File: src/rtl/fp_mem_sequencer_if.sv
// fp_mem_sequencer_if
//   Bundles the decode-side FP memory request fields, the data-RAM port and
//   the load-return/stall signals of fp_mem_sequencer.
//   master : decode stage + data RAM side (drives requests and dMemOut)
//   slave  : the sequencer (drives RAM address/data/write, Freeze, Busy, RData)
//   Signals:
//     Start, CHn_Req, CHn_Wr, CHn_Addr, CHn_WData : request fields per channel
//     dMemOut                                     : RAM read data
//     dAddr, dWr, dMemIn                          : RAM address/write port
//     Freeze, Busy                                : stall and activity flags
//     CHn_RData, CHn_RValid                       : assembled load data + pulse
interface fp_mem_sequencer_if #(
  parameter int FPRegWidth = 64,
  parameter int AddrWidth  = 20,
  parameter int DataWidth  = 32
);
  logic                  Start;
  logic                  CH1_Req;
  logic                  CH1_Wr;
  logic [AddrWidth-1:0]  CH1_Addr;
  logic [FPRegWidth-1:0] CH1_WData;
  logic                  CH2_Req;
  logic                  CH2_Wr;
  logic [AddrWidth-1:0]  CH2_Addr;
  logic [FPRegWidth-1:0] CH2_WData;
  logic [DataWidth-1:0]  dMemOut;
  logic [AddrWidth-1:0]  dAddr;
  logic                  dWr;
  logic [DataWidth-1:0]  dMemIn;
  logic                  Freeze;
  logic                  Busy;
  logic [FPRegWidth-1:0] CH1_RData;
  logic [FPRegWidth-1:0] CH2_RData;
  logic                  CH1_RValid;
  logic                  CH2_RValid;

  modport master (
    output Start, CH1_Req, CH1_Wr, CH1_Addr, CH1_WData,
           CH2_Req, CH2_Wr, CH2_Addr, CH2_WData, dMemOut,
    input  dAddr, dWr, dMemIn, Freeze, Busy,
           CH1_RData, CH2_RData, CH1_RValid, CH2_RValid
  );

  modport slave (
    input  Start, CH1_Req, CH1_Wr, CH1_Addr, CH1_WData,
           CH2_Req, CH2_Wr, CH2_Addr, CH2_WData, dMemOut,
    output dAddr, dWr, dMemIn, Freeze, Busy,
           CH1_RData, CH2_RData, CH1_RValid, CH2_RValid
  );
endinterface

File: src/rtl/fp_mem_sequencer.sv
// fp_mem_sequencer
//   Serialises the 64-bit FP loads/stores of both VLIW FP channels onto the
//   single 32-bit data-RAM port. Each channel takes a low-word beat then a
//   high-word beat; CH1 is always serviced before CH2. Fetch/decode is frozen
//   from the accepting Start cycle until the transfer sequence finishes.
//   Ports:
//     clock : system clock, rising edge
//     Reset : synchronous active-high reset
//     bus   : fp_mem_sequencer_if.slave (requests, RAM port, Freeze/Busy,
//             assembled load data and one-cycle RValid pulses)
//   FPRegWidth must equal 2*DataWidth.
module fp_mem_sequencer #(
  parameter int FPRegWidth = 64,
  parameter int AddrWidth  = 20,
  parameter int DataWidth  = 32
) (
  input  logic              clock,
  input  logic              Reset,
  fp_mem_sequencer_if.slave bus
);

  typedef enum logic [2:0] {
    IDLE  = 3'd0,
    C1_LO = 3'd1,
    C1_HI = 3'd2,
    C2_LO = 3'd3,
    C2_HI = 3'd4,
    FIN   = 3'd5
  } state_t;

  state_t state, state_nxt;

  // Request fields captured on accept; stable until the next accept, which
  // can only happen after the sequence has returned to IDLE.
  logic                  req1, wr1, req2, wr2;
  logic [AddrWidth-1:0]  addr1, addr2;
  logic [FPRegWidth-1:0] wdata1, wdata2;

  logic accept;
  logic ld1, ld2;

  // Beat that was on the RAM port last cycle: {C2_HI, C2_LO, C1_HI, C1_LO}.
  // RAM read data for that beat arrives in the current cycle.
  logic [3:0] beat_d;

  logic [FPRegWidth-1:0] rdata1, rdata2;
  logic                  rvalid1, rvalid2;

  assign accept = (state == IDLE) && bus.Start;
  assign ld1    = req1 && !wr1;
  assign ld2    = req2 && !wr2;

  // ---------------------------------------------------------------------------
  // FSM: state register
  // ---------------------------------------------------------------------------
  always_ff @(posedge clock) begin
    if (Reset) state <= IDLE;
    else       state <= state_nxt;
  end

  // ---------------------------------------------------------------------------
  // FSM: next state
  // ---------------------------------------------------------------------------
  always_comb begin
    state_nxt = state;
    case (state)
      IDLE: begin
        if (bus.Start && bus.CH1_Req)      state_nxt = C1_LO;
        else if (bus.Start && bus.CH2_Req) state_nxt = C2_LO;
      end
      C1_LO:   state_nxt = C1_HI;
      C1_HI:   state_nxt = req2 ? C2_LO : FIN;
      C2_LO:   state_nxt = C2_HI;
      C2_HI:   state_nxt = FIN;
      FIN:     state_nxt = IDLE;
      default: state_nxt = IDLE;
    endcase
  end

  // ---------------------------------------------------------------------------
  // FSM: outputs (RAM port drive, Freeze, Busy)
  // ---------------------------------------------------------------------------
  always_comb begin
    bus.dAddr  = '0;
    bus.dWr    = 1'b0;
    bus.dMemIn = '0;
    case (state)
      C1_LO: begin
        bus.dAddr  = addr1;
        bus.dWr    = wr1;
        bus.dMemIn = wdata1[DataWidth-1:0];
      end
      C1_HI: begin
        // Wraps modulo 2^AddrWidth by truncation.
        bus.dAddr  = addr1 + AddrWidth'(1);
        bus.dWr    = wr1;
        bus.dMemIn = wdata1[FPRegWidth-1:DataWidth];
      end
      C2_LO: begin
        bus.dAddr  = addr2;
        bus.dWr    = wr2;
        bus.dMemIn = wdata2[DataWidth-1:0];
      end
      C2_HI: begin
        bus.dAddr  = addr2 + AddrWidth'(1);
        bus.dWr    = wr2;
        bus.dMemIn = wdata2[FPRegWidth-1:DataWidth];
      end
      default: ;
    endcase
    // No RAM write may happen in a reset cycle, even mid-transfer.
    if (Reset) bus.dWr = 1'b0;

    bus.Busy   = (state != IDLE);
    // Freeze rises combinationally in the accepting cycle so decode does not
    // advance past the bundle that issued the request.
    bus.Freeze = (state != IDLE) ||
                 (bus.Start && (bus.CH1_Req || bus.CH2_Req));
  end

  // ---------------------------------------------------------------------------
  // Request capture
  // ---------------------------------------------------------------------------
  always_ff @(posedge clock) begin
    if (Reset) begin
      req1   <= 1'b0;
      wr1    <= 1'b0;
      addr1  <= '0;
      wdata1 <= '0;
      req2   <= 1'b0;
      wr2    <= 1'b0;
      addr2  <= '0;
      wdata2 <= '0;
    end else if (accept) begin
      req1   <= bus.CH1_Req;
      wr1    <= bus.CH1_Wr;
      addr1  <= bus.CH1_Addr;
      wdata1 <= bus.CH1_WData;
      req2   <= bus.CH2_Req;
      wr2    <= bus.CH2_Wr;
      addr2  <= bus.CH2_Addr;
      wdata2 <= bus.CH2_WData;
    end
  end

  // ---------------------------------------------------------------------------
  // Load data assembly and completion pulses
  // ---------------------------------------------------------------------------
  // RAM data lags its address by one cycle, so each half is captured one cycle
  // after its beat, overlapping the next beat (or FIN for the last one).
  always_ff @(posedge clock) begin
    if (Reset) begin
      beat_d  <= '0;
      rdata1  <= '0;
      rdata2  <= '0;
      rvalid1 <= 1'b0;
      rvalid2 <= 1'b0;
    end else begin
      beat_d <= {state == C2_HI, state == C2_LO, state == C1_HI, state == C1_LO};
      if (beat_d[0] && ld1) rdata1[DataWidth-1:0]          <= bus.dMemOut;
      if (beat_d[1] && ld1) rdata1[FPRegWidth-1:DataWidth] <= bus.dMemOut;
      if (beat_d[2] && ld2) rdata2[DataWidth-1:0]          <= bus.dMemOut;
      if (beat_d[3] && ld2) rdata2[FPRegWidth-1:DataWidth] <= bus.dMemOut;
      // Both pulses land together in the IDLE cycle after FIN, when the last
      // high word has just been captured.
      rvalid1 <= (state == FIN) && ld1;
      rvalid2 <= (state == FIN) && ld2;
    end
  end

  assign bus.CH1_RData  = rdata1;
  assign bus.CH2_RData  = rdata2;
  assign bus.CH1_RValid = rvalid1;
  assign bus.CH2_RValid = rvalid2;

endmodule

File: src/flat_wrapper.sv
// flat-port wrapper written by rule: the top's interface ports become plain ports
module fp_mem_sequencer_flat 
#(
  parameter int FPRegWidth = 64,
  parameter int AddrWidth  = 20,
  parameter int DataWidth  = 32
)
  (clock, Reset, bus_Start, bus_CH1_Req, bus_CH1_Wr, bus_CH1_Addr, bus_CH1_WData, bus_CH2_Req, bus_CH2_Wr, bus_CH2_Addr, bus_CH2_WData, bus_dMemOut, bus_dAddr, bus_dWr, bus_dMemIn, bus_Freeze, bus_Busy, bus_CH1_RData, bus_CH2_RData, bus_CH1_RValid, bus_CH2_RValid);
  fp_mem_sequencer_if #(.FPRegWidth(FPRegWidth), .AddrWidth(AddrWidth), .DataWidth(DataWidth)) bus_i ();
  input  logic clock;
  input  logic Reset;
  input wire logic [$bits(bus_i.Start)-1:0] bus_Start;
  input wire logic [$bits(bus_i.CH1_Req)-1:0] bus_CH1_Req;
  input wire logic [$bits(bus_i.CH1_Wr)-1:0] bus_CH1_Wr;
  input wire logic [$bits(bus_i.CH1_Addr)-1:0] bus_CH1_Addr;
  input wire logic [$bits(bus_i.CH1_WData)-1:0] bus_CH1_WData;
  input wire logic [$bits(bus_i.CH2_Req)-1:0] bus_CH2_Req;
  input wire logic [$bits(bus_i.CH2_Wr)-1:0] bus_CH2_Wr;
  input wire logic [$bits(bus_i.CH2_Addr)-1:0] bus_CH2_Addr;
  input wire logic [$bits(bus_i.CH2_WData)-1:0] bus_CH2_WData;
  input wire logic [$bits(bus_i.dMemOut)-1:0] bus_dMemOut;
  output wire logic [$bits(bus_i.dAddr)-1:0] bus_dAddr;
  output wire logic [$bits(bus_i.dWr)-1:0] bus_dWr;
  output wire logic [$bits(bus_i.dMemIn)-1:0] bus_dMemIn;
  output wire logic [$bits(bus_i.Freeze)-1:0] bus_Freeze;
  output wire logic [$bits(bus_i.Busy)-1:0] bus_Busy;
  output wire logic [$bits(bus_i.CH1_RData)-1:0] bus_CH1_RData;
  output wire logic [$bits(bus_i.CH2_RData)-1:0] bus_CH2_RData;
  output wire logic [$bits(bus_i.CH1_RValid)-1:0] bus_CH1_RValid;
  output wire logic [$bits(bus_i.CH2_RValid)-1:0] bus_CH2_RValid;
  assign bus_i.Start = bus_Start;
  assign bus_i.CH1_Req = bus_CH1_Req;
  assign bus_i.CH1_Wr = bus_CH1_Wr;
  assign bus_i.CH1_Addr = bus_CH1_Addr;
  assign bus_i.CH1_WData = bus_CH1_WData;
  assign bus_i.CH2_Req = bus_CH2_Req;
  assign bus_i.CH2_Wr = bus_CH2_Wr;
  assign bus_i.CH2_Addr = bus_CH2_Addr;
  assign bus_i.CH2_WData = bus_CH2_WData;
  assign bus_i.dMemOut = bus_dMemOut;
  assign bus_dAddr = bus_i.dAddr;
  assign bus_dWr = bus_i.dWr;
  assign bus_dMemIn = bus_i.dMemIn;
  assign bus_Freeze = bus_i.Freeze;
  assign bus_Busy = bus_i.Busy;
  assign bus_CH1_RData = bus_i.CH1_RData;
  assign bus_CH2_RData = bus_i.CH2_RData;
  assign bus_CH1_RValid = bus_i.CH1_RValid;
  assign bus_CH2_RValid = bus_i.CH2_RValid;
  fp_mem_sequencer #(.FPRegWidth(FPRegWidth), .AddrWidth(AddrWidth), .DataWidth(DataWidth)) u_core (.clock(clock), .Reset(Reset), .bus(bus_i));
endmodule
File: config.mk
export PLATFORM = sky130hd
export DESIGN_NAME = fp_mem_sequencer_flat
export DESIGN_NICKNAME = d
export VERILOG_FILES = /design/src/rtl/fp_mem_sequencer_if.sv /design/src/rtl/fp_mem_sequencer.sv /design/src/flat_wrapper.sv
export SDC_FILE = /design/constraint.sdc
export NUM_CORES = 1
export LEC_CHECK = 0
export ABC_CLOCK_PERIOD_IN_PS = 8700
export BUFFER_PORTS_ARGS = -buffer_cell sky130_fd_sc_hd__buf_2
export CORE_ASPECT_RATIO = 1.25
export CORE_UTILIZATION = 55
export DETAILED_ROUTE_END_ITERATION = 16
export PLACE_DENSITY = 0.85
export SLEW_MARGIN = 20
export SYNTH_ARGS = -nofsm -noshare
export SYNTH_HDL_FRONTEND = slang
export SYNTH_SLANG_ARGS = --single-unit
File: constraint.sdc
create_clock -name clock -period 8.7 [get_ports clock]
set_input_delay 0.435 -clock clock [delete_from_list [all_inputs] [get_ports clock]]
set_output_delay 0.435 -clock clock [all_outputs]
set_load 0.1 [all_outputs]
## After elaboration in Yosys (flattened, before gate mapping)

Cells that the tools add are included.

- Register bits: 309
- Input bits: 207
- Output and inout bits: 185
- Logic and storage cells: 52

- $add $sub $neg: 2
- Eq/ne operators: 6
- Multiplexer cells: 8
- Reductions and logical operators: 20

Operator list:

| operator | number |
|---|---|
| $pmux W32 S4 | 1 |
| $pmux W20 S4 | 1 |
| $add A20 B1 Y20 const B | 2 |
| $pmux W3 S5 | 1 |
| $logic_and A1 B1 Y1 | 12 |
| $mux W3 | 3 |
| $eq A3 B2 Y1 const B | 2 |
| $eq A3 B3 Y1 const B | 2 |
| $reduce_or A2 Y1 | 2 |
| $eq A3 B1 Y1 const B | 1 |
| $logic_not A3 Y1 | 1 |
| $ne A3 B3 Y1 const B | 1 |
| $reduce_bool A3 Y1 | 1 |
| $logic_not A1 Y1 | 2 |
| $logic_or A1 B1 Y1 | 2 |
| $pmux W1 S2 | 1 |
| $mux W1 | 1 |

## Logic depth before layout (Yosys ltp)

Gate-level depths: netlist (run 1).

- Depth in word-level cells: 4
- Gate-level depth with buffers: 13
- Depth with buffers taken out: 9

## Worst setup path before layout (run 1)

No wires, ideal clock.

- Path kind: reg2out
- From: reg u_core.state[1]
- To: out bus_dAddr[16]
- Data arrival time: 5.228 ns
- Required time: 8.265 ns
- Setup slack: 3.037 ns
- Stages on the path, launching flop included: 14
- Buffers on the path: 4
- Cells stage by stage: dfxtp_1 > buf_6 > nor3b_2 > clkbuf_1 > clkbuf_1 > clkbuf_1 > nand2_1 > nand2_1 > ha_1 > nand4_1 > nor3_1 > nor2_2 > o31a_1 > o32ai_1

- Longest elaborated chain between the ends: 2
- Elaborated cells between the ends (all ways): 5
- Those cells by class: eq/ne (4); mux (1)

RTL lines:

| item | line | source |
|---|---|---|
| start, declared | fp_mem_sequencer.sv:31 | `state_t state, state_nxt;` |
| start signal, assigned | fp_mem_sequencer.sv:58 | `else state <= state_nxt;` |
| $eq A3 B3 Y1 (tied with other cells) | fp_mem_sequencer.sv:87 | `case (state)` |
| $pmux W20 S4 * | fp_mem_sequencer.sv:87 |  |
| end, declared | flat_wrapper.sv:22 | `output wire logic [$bits(bus_i.dAddr)-1:0] bus_dAddr;` |

Mark *: on every way between the ends. The rest lies on a longest branch, timed or not.

## Worst setup path after layout (run 1)

Ends and elaborated chain as after synthesis.

==> metrics.md, run 1 <==
| Metric | Value |
|---|---|
| H-tree Lvls | 1 |
| Setup CP Type | reg -> out |
| Leakage | 6.56 nW |
| PostCTS Resize Cnt | 0 |
| DRC Markers | 0 |
| Crit share post-route | 60.1% |
| Least-Margin Pin Slew | 1040 ps |
| Number of synthesized register bits | 309 |
| Pwr Density | 252 nW/um^2 |
| Share of post-route cells with drive strength above 1 | 23.2% |
| Vias in the first global route | 12092 |
| Final setup TNS | 0 ps |
| DP HPWL | 26.8 mm |
| Count of warnings emitted by yosys | 0 |
| Sequential area share after synthesis | 48.7% |
| Gr usage total | 32.3% |
| Worst reg2reg endpoint | u_core.wdata2[42]$_SDFFE_PP0P_ |
| EDFF count, synth | 0 |
| Slew margin rel. | 30.3% |
| Hold path startpoint | bus_CH1_WData[22] |
| RR Startpoint | u_core.state[1]$_SDFFE_PP0P_ |
| Cells along the critical path | buf_4, nor3b_4, buf_4, nand2_1, nand2_1, ha_1, nand4_1, nor3_1, nor2_2, o31a_1, o32ai_1, buf_2 |
| CTS tree | built |
| # Post-CTS Setup Buffers | 0 |
| Nets | 2198 |
| Number of setup violations in the final report | 0 |
| Clock net sink count | 309 |
| Yosys top cell by area | dfxtp_1 |
| Maximum VDD drop | 207 uV |
| CTS clk-pin slew, worst paths | 70 ps |
| Drt total wl | 39.9 mm |
| Final Util | 69.7% |
| CP arrival | 4800 ps |
| CTS Hold Buffers Added | 0 |
| Worst reg2reg path depth | 6 |
| Top cells by instance count after synthesis | nand2_1 (655), dfxtp_1 (309), a21oi_1 (303), clkbuf_1 (120), a22oi_1 (66) |
| Synth Area per Inst | 7.55 um^2 |
| FP Rows | 61 |
| Slew Limit Fails | 0 |
| Largest net degree at the start of global routing | 123 |
| Top-area cell type share of the netlist area | 48.7% |
| Core ar. | 22400 um^2 |
| Setup repair after global routing missed its margin | false |
| CP peak stage delay | 650 ps |
| Die area | 23700 um^2 |
| Clock Skews | 13.6 ps |
| Iteration-0 DRC Markers | 975 |
| Most common cell in the synthesized netlist | nand2_1 |
| Synth area leaders | dfxtp_1 (49%), nand2_1 (19%), a21oi_1 (12%) |
| Worst Hold Class | in -> reg |
| Cells after Synth | 1682 |
| Die height | 172 um |
| Clk Latency, worst-skew pair | 550 ps |
| Final count of hold timing violations | 0 |
| Grt total ovfl | 0 |
| Worst R2R Setup Slack | 5120 ps |
| Critical path data required time | 8270 ps |
| Maximum clock insertion buffer count | 3 |
| Pre-antenna DRT Iters | 6 |
| Hold EP | u_core.wdata1[22]$_SDFFE_PP0P_ |
| DR WL/cell | 17.4 um |
| Hold Crit Depth | 3 |
| PortBufs | 391 |
| Vias | 13052 |
| Die width | 138 um |
| Max-Cap Viols | 0 |
| Worst setup EP type | output pin |
| Via density per instance | 5.67 |
| Initial core utilization | 56.6% |
| Initial antenna violation count | 5 |
| Synth cell types | 51 |
| Status | completed |
| Synth-to-Final Area Change | 23.1% |
| Minimum clock period | 5230 ps |
| Slowest CP cell | buf_4 |
| First-pass GRT wire length | 60.6 mm |
| IO Count | 392 |
| Ys flop type | dfxtp_1 |
| Worst-path maximum fanout | 69 |
| Total Power | 3.95 mW |
| Synthesized area | 12700 um^2 |
| CTS Buf Count | 29 |
| Post-route ant nets | 0 |
| Syn nets | 1890 |
| Fmax | 191 MHz |
| Clock Tree Root | clkbuf_16 |
| Routability cong. | 0.915 |
| CP Launch Type | flip-flop |
| Async SR Flop Fraction | 0% |
stage by stage:
stage	setup slack, ps	hold WS (ps)	cells	area (um^2)
global route	3190	115	2297	15600
floorplan	3040	436	1682	12700
CTS	3520	101	2296	15600
detailed placement	4120	443	2242	14700
finish	3470	112	2300	15600
global placement	4130	437	2242	14700
registers in the layout (all words and copies together) (netlist names):
name                   flops
u_core.wdata1             64
u_core.bus.CH1_RValid      1
u_core.bus.CH2_RData      64
u_core.bus.CH1_RData      64
u_core.addr2              20
u_core.wdata2             64
u_core.state               3
u_core.addr1              20
u_core.wr1                 1
u_core.bus.CH2_RValid      1
u_core.req2                1
u_core.req1                1
u_core.wr2                 1
u_core.beat_d              4
how the worst max path moves through the flow:
stage,endpoint,startpoint,slack [ps],cells after the start
floorplan,bus_dAddr[16],u_core.state[1]$_SDFFE_PP0P_,3040,13
global route,bus_dAddr[16],u_core.state[1]$_SDFFE_PP0P_,3190,12
global placement,bus_dAddr[16],u_core.state[1]$_SDFFE_PP0P_,4130,10
CTS,bus_dAddr[16],u_core.state[1]$_SDFFE_PP0P_,3520,12
finish,bus_dAddr[16],u_core.state[1]$_SDFFE_PP0P_,3470,12
detailed placement,bus_dAddr[16],u_core.state[1]$_SDFFE_PP0P_,4120,12
routing by layer:
| metal | vias to the layer above | global-route usage (%) | wire (um) |
|---|---|---|---|
| met3 | 151 | 8.71 | 3940 |
| met1 | 6003 | 36.3 | 14600 |
| li1 | 6234 | - | - |
| met2 | 660 | 54.6 | 19100 |
| met5 | - | 0 | 22 |
| met4 | 4 | 18.4 | 2180 |
cell type report:
class | count | area, um^2
diodes | 4 | 10.0
clock buffers | 38 | 769
clock inverters | 16 | 196
fillers | 1832 | 6790
inverters | 6 | 22.5
multi-input cells | 1236 | 6010
flip-flops and latches | 309 | 6190
well taps | 283 | 354
repair buffers | 408 | 2100
power by group:
part	internal, mW	switching (mW)
clock network	0.745	0.553
registers	1.54	0.116
logic	0.232	0.763
cell families (layout without fill, tap and decap cells):
| logic type | count (synthesis) | after routing | share of synthesized area [%] |
|---|---|---|---|
| fa+ha+maj | 1 | 1 | 0.0984 |
| flops | 309 | 309 | 48.7 |
| compound gates | 416 | 416 | 18.7 |
| buf+inv | 137 | 468 | 4.25 |
| mux | 26 | 26 | 2.05 |
| other cells | 0 | 4 | 0 |
| xor+xnor | 27 | 27 | 1.86 |
| simple gates | 766 | 766 | 24.3 |
worst max-delay path, delay by kind of cell (launching register included):
kind                     cells  cell delay (ps)
flip-flops                   1              630
AO/OA/AOI/OAI                2              580
AND/OR/NAND/NOR              6             1190
buffers and inverters        3             1520
adder cells (fa/ha/maj)      1              270
cells in the final DEF (no fill, tap or decap), types with 5 or more instances in the layout:
cell,n
clkbuf_16,29
nand2_1,653
xor2_1,6
o22ai_1,7
buf_4,16
o21ai_0,6
dfxtp_1,309
buf_2,390
nor3_1,14
nand3_1,20
a221o_1,10
nor2_1,34
inv_1,5
nor3b_1,5
mux2i_1,26
clkbuf_1,8
clkinv_2,7
a22oi_1,66
a21oi_1,303
xnor2_1,21
Power figures use the tool's default switching activity.
==> inputs of run 2 (changes only) <==
- ABC_AREA: unset -> 1
- ABC_CLOCK_PERIOD_IN_PS: 8700 -> 4600
- CORE_UTILIZATION: 55 -> 46
- PLACE_DENSITY: 0.85 -> 0.76
- clock period: 8.7 -> 4.6 ns (I/O delays scaled with it)
==> run 2 against run 1 <==
  * Worst hold slack worse by 120 ps
  * Clock skew down 1.7 ps
  * Critical path depth grew 3
  * Non-clock buffer count rose by 175
  * Cell count grew 11%
  * Via count grew 3.8%
  * Wire length rose by 7.2%
  * The run now ends with negative hold slack left
  * Highest routed layer is now met4
==> metrics.md, run 2 <==
| Metric | Value |
|---|---|
| Commonest non-fill, non-tap cell in the layout | buf_2 |
| Count of warnings emitted by yosys | 0 |
| IO Count | 392 |
| Int Power | 5.53 mW |
| Minimum clock period | 3930 ps |
| Final count of hold timing violations | 1 |
| Nets | 2392 |
| Setup repair after global routing missed its margin | false |
| Yosys top cell by area | dfxtp_1 |
| Met3 wire len | 3.62 mm |
| Logic pwr share | 39.6% |
| Initial core utilization | 47.0% |
| Number of setup violations in the final report | 0 |
| Via density per instance | 5.31 |
| Clock Skews | 11.9 ps |
| Pre-antenna DRT Iters | 5 |
| Max Used Layer | met4 |
| CTS tree | built |
| Worst Hold Class | in -> reg |
| PortBufs | 391 |
| Hold path startpoint | bus_CH2_WData[16] |
| Ys flop type | dfxtp_1 |
| Final setup TNS | 0 ps |
| Top-area cell type share of the netlist area | 48.9% |
| Cells after Synth | 1690 |
| Slew Limit Fails | 0 |
| Sw Ratio | 44.4% |
| Number of synthesized register bits | 309 |
| Worst reg2reg endpoint | u_core.addr1[13]$_SDFFE_PP0P_ |
| Final Util | 65.0% |
| Routability cong. | 0.935 |
| Worst setup EP type | output pin |
| Sequential area share after synthesis | 48.9% |
| EDFF count, synth | 0 |
| Vias in the first global route | 13087 |
| Maximum VDD drop | 489 uV |
| Sw power | 4.41 mW |
| Worst Hold Slack | -3.57 ps |
| Async SR Flop Fraction | 0% |
| Clock net sink count | 309 |
| Clock Power Share | 25.9% |
| Initial antenna violation count | 2 |
| Worst reg2reg path depth | 6 |
| Hold Crit Depth | 3 |
| CTS Buf Count | 30 |
| Crit share post-route | 85.5% |
| Die width | 150 um |
| RR Startpoint | u_core.state[2]$_SDFFE_PP0P_ |
| Syn nets | 1898 |
| Largest net degree at the start of global routing | 135 |
| Die area | 28200 um^2 |
| Status | finished with violations |
| Synth area leaders | dfxtp_1 (49%), a21oi_1 (12%), o21ai_0 (9.3%) |
| Sequential power share | 34.4% |
| # Post-CTS Setup Buffers | 0 |
| Met1 wire length | 16.2 mm |
| Commonest non-fill, non-tap cells in the layout | buf_2 (391), dfxtp_1 (309), a21oi_1 (305) |
| Critical path data required time | 4370 ps |
| FP Rows | 67 |
| Synth cell types | 34 |
| Die height | 187 um |
| Hold EP | u_core.wdata2[16]$_SDFFE_PP0P_ |
| Iteration-0 DRC Markers | 880 |
| Post-route ant nets | 0 |
| H-tree Lvls | 1 |
| DP HPWL | 25.8 mm |
| CP arrival | 3700 ps |
| Core ar. | 26900 um^2 |
| CP Launch Type | flip-flop |
| Vias | 13551 |
| Drt total wl | 42.8 mm |
| Least-Margin Pin Slew | 1050 ps |
| Most common cell in the synthesized netlist | dfxtp_1 |
| DR WL/cell | 16.8 um |
| First-pass GRT wire length | 66.5 mm |
| Slew margin rel. | 30.1% |
| Failing checks | negative hold slack |
| Synth-to-Final Area Change | 38.3% |
| Maximum clock insertion buffer count | 3 |
| Synth Area per Inst | 7.48 um^2 |
| Routed met2 length | 20.4 mm |
| Share of post-route cells with drive strength above 1 | 21.6% |
| DRC Markers | 0 |
| Gr usage total | 29.5% |
| Grt total ovfl | 0 |
| Fmax | 254 MHz |
| Top cells by instance count after synthesis | dfxtp_1 (309), a21oi_1 (305), nand2_1 (276), inv_1 (243), o21ai_0 (234) |
| Worst R2R Setup Slack | 1440 ps |
| Clock Tree Root | clkbuf_16 |
| PostCTS Resize Cnt | 0 |
| Setup CP Type | reg -> out |
| Leakage | 7.56 nW |
| Max-Cap Viols | 0 |
| Worst-path maximum fanout | 67 |
| Clk Latency, worst-skew pair | 560 ps |
| CTS clk-pin slew, worst paths | 70 ps |
| Fillers | 2197 |
| Synthesized area | 12600 um^2 |
| Pwr Density | 568 nW/um^2 |
==> run 2: cell count changes in the layout (fill, tap and decap cells not counted), sizes merged, moves of 10 or more <==
cell / previous run / this run
o22ai: 9 / 32
mux2i: 26 / 0
o21ai: 7 / 238
nor3: 14 / 4
nand2: 655 / 279
xnor2: 21 / 0
a221o: 10 / 32
a22oi: 66 / 11
nand3: 20 / 60
dlygate4sd3: 0 / 177
inv: 6 / 247
==> run 2: stage by stage <==
stage	instances	total power [mW]	setup WS (ps)	area, um^2	hold slack (ps)
floorplan	1690	6.43	896	12600	373
global placement	2320	7.13	1340	14700	429
detailed placement	2320	7.18	1260	14700	432
CTS	2549	9.87	648	17500	1.54
global route	2550	10.4	382	17500	4.29
finish	2551	9.93	668	17500	-3.57
==> run 2: layer usage <==
| layer | GRT usage [%] | vias up |
|---|---|---|
| li1 | - | 6570 |
| met1 | 33.4 | 6168 |
| met2 | 50.2 | 651 |
| met3 | 6.61 | 162 |
| met4 | 17.2 | 0 |
| met5 | 0 | - |
==> run 2: worst max-delay path by stage <==
| stage | startpoint | endpoint | slack [ps] |
|---|---|---|---|
| after floorplan | u_core.state[0]$_SDFFE_PP0P_ | bus_dAddr[2] | 900 |
| after global routing | u_core.state[0]$_SDFFE_PP0P_ | bus_dAddr[16] | 380 |
| after CTS | u_core.state[0]$_SDFFE_PP0P_ | bus_dAddr[16] | 650 |
| after global placement | u_core.state[0]$_SDFFE_PP0P_ | bus_dAddr[16] | 1340 |
| final | u_core.state[0]$_SDFFE_PP0P_ | bus_dAddr[16] | 670 |
| after detailed placement | u_core.state[0]$_SDFFE_PP0P_ | bus_dAddr[16] | 1260 |
==> run 2: power by group through the flow <==
stage | Clock [mW] | Sequential, mW | Combinational, mW
finish | 2.58 | 3.42 | 3.94
global route | 2.71 | 3.46 | 4.21
CTS | 2.60 | 3.40 | 3.87
detailed placement | 0 | 3.45 | 3.73
global placement | 0 | 3.44 | 3.70
floorplan | 0 | 3.63 | 2.80
==> run 2: repair_timing <==
item | CTS | global route
setup endpoints to repair | 0 | 0
hold buffers | 177 | 0
hold endpoints to repair | 215 | 0
==> run 2: cell type report <==
class | instances | area (um^2) | area share (%)
Tap cell | 345 | 432 | 2.47
Clock inverter | 12 | 175 | 1.00
Inverter | 247 | 932 | 5.33
Clock buffer | 40 | 848 | 4.85
Multi-Input combinational cell | 1013 | 5050 | 28.9
Timing Repair Buffer | 583 | 3850 | 22.0
Sequential cell | 309 | 6190 | 35.4
Antenna cell | 2 | 5.00 | 0.0286
==> run 2: cell families after synthesis <==
kind of cell / count (synthesis) / synth area share (%)
flops: 309 / 48.9
compound gates: 627 / 26.9
fa+ha+maj: 1 / 0.0990
simple gates: 385 / 12.6
buf+inv: 368 / 11.5
==> run 2: worst max-delay path, stage by stage (launching register included) <==
cell,delay [ps]
dfxtp_1,500
nor2_4,60
buf_4,240
nand2_4,660
nand2_1,130
nand2_1,140
ha_1,190
nand2_1,90
nor2_1,200
nand2_1,130
inv_1,130
nand2_1,70
nand2_1,50
nand3_1,60
nand2_1,70
buf_2,420
==> inputs of run 3 (changes only) <==
- ABC_AREA: 1 -> unset
- ABC_CLOCK_PERIOD_IN_PS: 4600 -> 4800
- CORE_UTILIZATION: 46 -> 55
- PLACE_DENSITY: 0.76 -> 0.85
- clock period: 4.6 -> 4.8 ns (I/O delays scaled with it)
==> run 3 against run 2 <==
  * Via count grew 11%
  * Cell count shrank 2.0%
  * The run now ends clean
  * Cell area grew 1.4%
  * Global-route usage grew 14 points
  * Setup slack got worse by 170 ps
  * Worst hold slack better by 52 ps
==> metrics.md, run 3 (synthesis results as in run 1) <==
| Metric | Value |
|---|---|
| Status | completed |
| Final WS setup | 502 ps |
| Fmax | 233 MHz |
| Clock Power Share | 31.7% |
| Commonest non-fill, non-tap cell in the layout | nand2_1 |
| Sw power | 2.80 mW |
| Sw Ratio | 37.4% |
| Critical path data required time | 4560 ps |
| Clock net sink count | 309 |
| H-tree Lvls | 1 |
| Final Util | 79.0% |
| Worst-path maximum fanout | 15 |
| DR WL/cell | 20.8 um |
| Drt total wl | 52.1 mm |
| FP Rows | 61 |
| Share of post-route cells with drive strength above 1 | 21.0% |
| Initial core utilization | 56.6% |
| CP Launch Type | flip-flop |
| PortBufs | 391 |
| Die width | 138 um |
| # Post-CTS Setup Buffers | 0 |
| Minimum clock period | 4300 ps |
| Max-Cap Viols | 0 |
| RR Startpoint | u_core.state[0]$_SDFFE_PP0P_ |
| Routability cong. | 0.883 |
| Dpl cells | 2245 |
| Maximum clock insertion buffer count | 3 |
| Maximum VDD drop | 374 uV |
| Initial antenna violation count | 5 |
| Worst reg2reg path depth | 5 |
| Worst Hold Slack | 48.0 ps |
| Worst setup path endpoint | bus_dAddr[16] |
| Crit share post-route | 89.5% |
| Synth-to-Final Area Change | 39.4% |
| CTS tree | built |
| Worst R2R Setup Slack | 1480 ps |
| Slew Limit Fails | 0 |
| Pwr Density | 422 nW/um^2 |
| Leakage | 7.42 nW |
| CTS clk-pin slew, worst paths | 70 ps |
| Nets | 2404 |
| DRC Markers | 0 |
| First-pass GRT wire length | 79.1 mm |
| Final count of hold timing violations | 0 |
| Gr usage total | 43.2% |
| Worst Hold Class | in -> reg |
| Hold Crit Depth | 3 |
| Multi-input logic area | 6020 um^2 |
| Dpl cell area | 14700 um^2 |
| Number of setup violations in the final report | 0 |
| Clock Tree Root | clkbuf_16 |
| CTS Buf Count | 29 |
| CTS Hold Buffers Added | 203 |
| Slew margin rel. | 26.5% |
| Logic pwr share | 28.0% |
| Grt total ovfl | 0 |
| CP Launch Point | u_core.state[2]$_SDFFE_PP0P_ |
| IO Count | 392 |
| Final setup TNS | 0 ps |
| DP HPWL | 27.1 mm |
| Vias in the first global route | 14898 |
| Core ar. | 22400 um^2 |
| Commonest non-fill, non-tap cells in the layout | nand2_1 (654), buf_2 (390), dfxtp_1 (309) |
| Fillers | 1369 |
| Via density per instance | 6.03 |
| Total Power | 7.48 mW |
| Vias | 15064 |
| Worst reg2reg endpoint | u_core.wdata1[40]$_SDFFE_PP0P_ |
| Die area | 23700 um^2 |
| Place WS | 1150 ps |
| Least-Margin Pin Slew | 1100 ps |
| Worst setup EP type | output pin |
| Clk Latency, worst-skew pair | 570 ps |
| Int Power | 4.68 mW |
| Post-route ant nets | 0 |
| Largest net degree at the start of global routing | 167 |
| Clock Skews | 14.5 ps |
| Iteration-0 DRC Markers | 1709 |
| Final design instance area without fill | 17700 um^2 |
| Die height | 172 um |
| Pre-antenna DRT Iters | 9 |
| PostCTS Resize Cnt | 0 |
| Fin cells | 2499 |
| Register area | 6190 um^2 |
| Setup CP Type | reg -> out |
| Sequential power share | 40.3% |
| CP arrival | 4060 ps |
| Setup repair after global routing missed its margin | false |
run 3: worst max-delay path: stages, from the launching register on:
cell,delay (ps)
dfxtp_1,610
nor3b_4,540
nand2_1,100
nand2_1,80
ha_1,280
nand4_1,120
nor3_1,550
nor2_2,170
o31a_1,340
o32ai_2,200
buf_2,470
run 3: worst min path at each step:
stage | slack, ps | endpoint | from
after global placement | 440 | u_core.bus.CH1_RData[44]$_SDFFE_PP0P_ | u_core.bus.CH1_RData[44]$_SDFFE_PP0P_
after CTS | 4 | u_core.wdata1[5]$_SDFFE_PP0P_ | bus_CH1_WData[5]
after detailed placement | 440 | u_core.bus.CH2_RData[21]$_SDFFE_PP0P_ | u_core.bus.CH2_RData[21]$_SDFFE_PP0P_
after floorplan | 380 | u_core.wdata1[0]$_SDFFE_PP0P_ | bus_CH1_WData[0]
final | 50 | u_core.wdata1[5]$_SDFFE_PP0P_ | bus_CH1_WData[5]
after global routing | 40 | u_core.wdata1[5]$_SDFFE_PP0P_ | bus_CH1_WData[5]
run 3: final cells by class:
cell class              count  share of cell area (%)
diodes                      1                  0.0141
clock buffers              44                    4.70
clock inverters             6                   0.692
inverters                   6                   0.127
multi-input cells        1236                    34.0
flip-flops and latches    309                    34.9
well taps                 283                    2.00
repair buffers            614                    23.6
run 3: power by group through the flow:
stage / Clock [mW] / Combinational, mW / Sequential (mW)
floorplan: 0 / 1.37 / 3.02
global placement: 0 / 1.81 / 3.01
detailed placement: 0 / 1.83 / 3.03
CTS: 2.37 / 1.97 / 2.97
global route: 2.48 / 2.19 / 3.03
finish: 2.37 / 2.09 / 3.01
run 3: metal layers:
metal	up-vias	share of wire (%)	wire length (um)	global-route usage, %
met5	-	0.092	48	0
met2	1217	46	24000	69.7
met1	6807	34	17500	46.5
met3	398	11	5990	14.6
li1	6634	-	-	-
met4	8	8.8	4580	32.8
